===== config.mk =====
export PLATFORM = sky130hd
export DESIGN_NAME = alu_exec_unit
export DESIGN_NICKNAME = d
export VERILOG_FILES = /design/src/rtl/alu_exec_unit.sv
export SDC_FILE = /design/constraint.sdc
export NUM_CORES = 1
export LEC_CHECK = 0
export ABC_AREA = 1
export BUFFER_PORTS_ARGS = -buffer_cell sky130_fd_sc_hd__buf_4
export CAP_MARGIN = 10
export CORE_MARGIN = 3
export CORE_UTILIZATION = 50
export DETAILED_ROUTE_END_ITERATION = 8
export HOLD_SLACK_MARGIN = 0.05
export PLACE_DENSITY = 0.76
export SLEW_MARGIN = 20
export SYNTH_ARGS = -nofsm -noshare
export SYNTH_HDL_FRONTEND = slang
export SYNTH_SLANG_ARGS = --single-unit

===== constraint.sdc =====
create_clock -name clk_i -period 4.89 [get_ports clk_i]
set_input_delay 0.489 -clock clk_i [delete_from_list [all_inputs] [get_ports clk_i]]
set_output_delay 0.489 -clock clk_i [all_outputs]
set_load 0.005 [all_outputs]

===== src/rtl/alu_exec_unit.sv =====
// EX-stage ALU: AND/OR/ADD/SUB finish in one cycle. MUL runs WIDTH iterations of shift-add
// and holds stall_o high for that whole time.
module alu_exec_unit #(
  parameter int WIDTH = 32
) (
  input  logic             clk_i,
  input  logic             rst_n_i,
  input  logic             start_i,
  input  logic [2:0]       ALUCtrl_i,
  input  logic [WIDTH-1:0] data1_i,
  input  logic [WIDTH-1:0] data2_i,
  output logic             ready_o,
  output logic             valid_o,
  output logic             stall_o,
  output logic [WIDTH-1:0] data_o,
  output logic             zero_o
);

  localparam int CW = (WIDTH > 1) ? $clog2(WIDTH) : 1;

  localparam logic [2:0] OP_AND = 3'b000;
  localparam logic [2:0] OP_OR  = 3'b001;
  localparam logic [2:0] OP_ADD = 3'b010;
  localparam logic [2:0] OP_SUB = 3'b110;
  localparam logic [2:0] OP_MUL = 3'b011;

  localparam logic [1:0] S_IDLE = 2'd0;
  localparam logic [1:0] S_BUSY = 2'd1;
  localparam logic [1:0] S_DONE = 2'd2;

  typedef struct packed {
    logic [2:0]       op;
    logic [WIDTH-1:0] a;
    logic [WIDTH-1:0] b;
  } req_t;

  req_t             req;
  logic [1:0]       state;
  logic [CW-1:0]    cnt;
  logic [WIDTH-1:0] mcand, mplier, acc;
  logic [WIDTH-1:0] quick_res, acc_step;
  logic             accept, last_step;

  assign req       = '{op: ALUCtrl_i, a: data1_i, b: data2_i};
  assign ready_o   = (state != S_BUSY);
  assign stall_o   = (state == S_BUSY);
  assign valid_o   = (state == S_DONE);
  assign accept    = start_i && ready_o;
  assign acc_step  = acc + (mplier[0] ? mcand : '0);
  assign last_step = (cnt == CW'(WIDTH - 1));

  // Invalid codes fall through to zero so the flag reads as a clean "zero" result.
  always_comb begin
    quick_res = '0;
    case (req.op)
      OP_AND:  quick_res = req.a & req.b;
      OP_OR:   quick_res = req.a | req.b;
      OP_ADD:  quick_res = req.a + req.b;
      OP_SUB:  quick_res = req.a - req.b;
      default: quick_res = '0;
    endcase
  end

  always_ff @(posedge clk_i or negedge rst_n_i) begin
    if (!rst_n_i) begin
      state  <= S_IDLE;
      cnt    <= '0;
      mcand  <= '0;
      mplier <= '0;
      acc    <= '0;
      data_o <= '0;
      zero_o <= 1'b1;
    end else begin
      case (state)
        S_BUSY: begin
          // Only the low word is kept, so bits shifted past the top of mcand are dropped.
          acc    <= acc_step;
          mcand  <= mcand << 1;
          mplier <= mplier >> 1;
          cnt    <= cnt + CW'(1);
          if (last_step) begin
            data_o <= acc_step;
            zero_o <= (acc_step == '0);
            cnt    <= '0;
            state  <= S_DONE;
          end
        end
        default: begin
          if (accept) begin
            if (req.op == OP_MUL) begin
              mcand  <= req.a;
              mplier <= req.b;
              acc    <= '0;
              cnt    <= '0;
              state  <= S_BUSY;
            end else begin
              data_o <= quick_res;
              zero_o <= (quick_res == '0);
              state  <= S_DONE;
            end
          end else begin
            state <= S_IDLE;
          end
        end
      endcase
    end
  end

endmodule


**Word-level counts from Yosys, hierarchy flattened**

Index checks and enable logic that the tools add are counted.

- Flip-flop bits (word level): 136
- Word-level logic and storage cells: 58

- Equal/unequal tests: 10
- Add/sub/neg operators: 4
- Reduce and logical (&&, ||, !) cells: 8
- Muxes and demuxes: 27
- Bitwise operators: 2

Operators with widths:

| cell | number |
|---|---|
| $mux 32 | 14 |
| $pmux 32 s4 | 1 |
| $add 32x32->32 | 2 |
| $logic_not 32->1 | 2 |
| $and 32x32->32 | 1 |
| $or 32x32->32 | 1 |
| $sub 32x32->32 | 1 |
| $mux 5 | 4 |
| $mux 2 | 4 |
| $eq 3x2->1 const B | 2 |
| $add 5x1->5 const B | 1 |
| $eq 5x5->1 const B | 1 |
| $mux 1 | 4 |
| $ne 2x1->1 const B | 2 |
| $reduce_bool 2->1 | 2 |
| $eq 3x1->1 const B | 1 |
| $eq 3x3->1 const B | 1 |
| $logic_not 3->1 | 1 |
| $reduce_and 3->1 | 1 |
| $eq 2x1->1 const B | 1 |
| $eq 2x2->1 const B | 1 |
| $ne 2x2->1 const B | 1 |
| $reduce_and 2->1 | 1 |
| $logic_and 1x1->1 | 1 |

**Depth between registers and ports, before layout**

- Depth after elaboration: 6
- Depth in mapped cells: 33

**Worst setup path before layout**

Ideal clock, no wire load.

- Kind: input port to flip-flop
- Start point: input data2_i[0]
- End point: register zero_o
- Path buffers: 0
- Library setup time: 0.060 ns
- Arrival: 3.479 ns
- Setup slack: 1.351 ns
- Stages: 32
- Cell sequence: inv_1 > ha_1 > inv_1 > nor3_1 > inv_1 > nor2_1 > nand2_1 > nor3_2 > nand3_1 > nand3b_1 > o21ai_1 > o21ai_0 > xor2_1 > ha_1 > nand2_1 > nor3_1 > nand2_1 > inv_1 > nand2_1 > nand2_1 > inv_1 > nand2_1 > nand2_1 > nand3_1 > nand2_1 > nor2_1 > nand2_1 > nor2_1 > nand4_1 > nand2_1 > nand2_1 > nand2_1

- Word-level cells in the longest chain between the ends: 6
- Elaborated cells on any way between the ends: 9

Ends and longest elaborated chain:

| what | RTL line | text |
|---|---|---|
| from (decl) | 11 | `input logic [WIDTH-1:0] data2_i,` |
| $sub 32x32->32 (tied with other cells) | 59 | `OP_SUB: quick_res = req.a - req.b;` |
| $pmux 32 s4 * | 55 | `case (req.op)` |
| $logic_not 32->1 * | 98 | `zero_o <= (quick_res == '0);` |
| $mux 1 * | 90 | `if (req.op == OP_MUL) begin` |
| $mux 1 * | 89 | `if (accept) begin` |
| $mux 1 * | 74 | `case (state)` |
| to (signal assigned) | 83 | `zero_o <= (acc_step == '0);` |
| to (signal assigned) | 98 |  |
| to (decl) | 16 | `output logic zero_o` |

Mark *: on every way between the ends. The rest lies on a longest branch, timed or not. The select of a mux whose other input is x is not followed.
A chain may end at the register's enable or synchronous reset.

**Final worst setup path**

Ends and elaborated chain as after synthesis.

==> metrics.cfg <==
[critical_path]
cp_top_family = simple AND/OR/NAND/NOR gates
timing.rr.end = zero_o
crit_top_cell = nand2_1
critPathSlowestCell = ha_1
critical_path_arrival_ns = 4.32
crit_fanout = 5
critPathCaptureType = flop
critPathBufInv = 6
worstSetupStartpointType = primary input
critPathMaxStageDelay_ns = 0.37
criticalPathCategory = primary input to flop
cp.required_ns = 5.27
rrSetupSlack_ns = 1.74
regToRegStartpoint = mcand[0]
reg2reg_depth = 21

[layout]
synthToLayoutAreaGrowth_pct = 13.71
fin_util_pct = 58.05
regArea_mm2 = 0.003405
drive_above_1_share_pct = 9.392
multi_input_area_mm2 = 0.007263
nNetsFinal = 2149
antennaDiodeCount = 0
stdcell_area_mm2 = 0.01367
fill_cells = 2386

[grt]
met1_usage_pct = 42.20
grtUsageTotal_pct = 29.87
antenna_found_initial = 0
grt_pass1_vias = 11980
met2_usage_pct = 48.02
busiest_layer = met2
grt_overflow_total = 0
grtUsageMet3_pct = 3.873
grt_max_degree = 93
grt_pass1_wl_mm = 62.09

[routing]
drt_iter0_drc = 1160
wl_per_cell_um = 16.60
wirelength_mm = 38.88
first_pass_iters = 5
ant_nets = 0
drcViolationCount = 0
vias = 12620
avgViaCountPerCell = 5.388

[yosys]
ys_top_cells_by_count = 651 x nand2_1, 288 x inv_1, 210 x nor2_1
synth_nets = 2067
synth-async-reset-ratio_pct = 100.0
synthCells = 1928
synth_seq_cells = 136
synthTopCellsByArea = dfrtp_1 28%, nand2_1 20%, inv_1 9.0%
ys_seq_area_share_pct = 28.33
yosysUniqueCellTypes = 51
synth.most_common_cell = nand2_1
synth_edf_count = 0
synthFlopType = dfrtp_1
synth_area_per_cell_um2 = 6.233
synth_top_area_share_pct = 28.11
synth_area_mm2 = 0.01202
synth_top_area_cell = dfrtp_1
ys_warn_count = 0

[clock_network]
post_cts_buffers = 0
htree_levels = 4
clock-sinks = 136
hold_buffers = 0
cts_tree = done
clk_pin_slew_ns = 0.07
cts_buffer_depth = 2
clk_latency_ns = 0.44
cts_resized = 0
root_buffer = clkbuf_16
numCtsBuffers = 17

[floorplanning]
dieWidth_um = 161.0
die_h_um = 161.0
initial_utilization_pct = 51.05
io_pins = 106
die-area_mm2 = 0.02593
rows = 56
core_mm2 = 0.02354

[timing]
maxSlewHeadroom_pct = 37.00
period_minus_slack_ns = 3.938
tightest_slew_ns = 0.9439
hold_viol = 0
clock-skew-final_ns = 0.01464
fmax_ghz = 0.2539
maxSlewViolCount = 0
min_period_over_period_pct = 80.53
setup_viol = 0
rsz0062_at_grt = no
setup_tns_ns = 0

[place]
globalplace.congestion = 0.9603
io_buffers = 105
hpwl_mm = 30.74
dpl_cell_area_mm2 = 0.01306

[pwr]
power_density_mw_per_mm2 = 430.7
peakVddDrop_v = 0.0002423
power.leakage_nw = 7.594

[hold_path]
min_path_type = primary input to asynchronous set/reset pin

[run]
cap_violations = 0

[run_status]
status = complete, no violations

-- state kept, by name, summed over array words and instances (netlist names) --
signal  cells
mplier     32
acc        32
mcand      32
zero_o      1
data_o     32
state       2
cnt         5
-- layer usage --
layer	wire length [µm]	share of wire (%)
met1	17540	45
met2	17600	45
met3	2738	7.0
met4	1011	2.6
met5	0	0
-- report_power, final --
part | total (W) | leakage, nW | internal [W] | switching (W)
sequential | 0.00173 | 1.70 | 0.00150 | 0.000234
clock | 0.00136 | 0.286 | 0.000732 | 0.000625
combinational | 0.00280 | 5.61 | 0.00102 | 0.00178
total | 0.00589 | 7.59 | 0.00324 | 0.00264
-- worst max path at each step --
stage | start | to | depth (start not counted)
finish | data2_i[0] | zero_o | 33
global route | data2_i[0] | zero_o | 31
CTS | data2_i[0] | zero_o | 33
detailed placement | data2_i[0] | zero_o | 33
global placement | data2_i[0] | zero_o | 29
floorplan | data2_i[0] | zero_o | 32
-- worst reg2reg max path, delay by kind of cell, from the launching register on --
kind          cells  cell delay (ns)
fa+ha+maj         2             0.80
buf+inv           1             0.05
flops             1             0.37
simple gates     18             1.86
-- layout make-up --
class | instances | area share (%)
repair buffers | 116 | 6.400
inverters | 297 | 8.158
clock buffers | 17 | 3.113
flip-flops and latches | 136 | 24.91
multi-input cells | 1442 | 53.15
clock inverters | 15 | 1.346
well taps | 319 | 2.921
-- logic make-up after synthesis --
| logic type | after synthesis | synth area share (%) |
|---|---|---|
| and+or+nand+nor | 1070 | 36.61 |
| DFF | 136 | 28.33 |
| adders and majority gates | 72 | 7.559 |
| AOI/OAI and AO/OA | 262 | 13.46 |
| xor gates and xnor gates | 38 | 2.769 |
| buffers and inverters | 350 | 11.28 |
-- stage by stage --
stage               cells  worst slack (ns)  hold slack, ns  power [W]
floorplan            1928             1.351          0.1934   0.003685
global placement     2310            0.6535          0.4606   0.004438
detailed placement   2310            0.5567          0.4698   0.004494
CTS                  2342            0.9994          0.1647   0.005870
global route         2342            0.6313          0.1876   0.006359
finish               2342            0.9519          0.1219   0.005885
-- placed cells by master, fill, tap and decap left out, types with 17 or more instances in the layout --
cell type / Yosys / layout
nand2_1: 651 / 650
inv_1: 288 / 288
nor2_1: 210 / 209
dfrtp_1: 135 / 135
nand3_1: 129 / 129
buf_4: 0 / 115
a21oi_1: 97 / 97
ha_1: 67 / 67
o21ai_0: 42 / 42
xor2_1: 37 / 37
o221ai_1: 33 / 33
a31oi_1: 28 / 28
nor3_1: 17 / 17
clkbuf_16: 0 / 17
No activity file was read; power rests on OpenSTA's default activity.
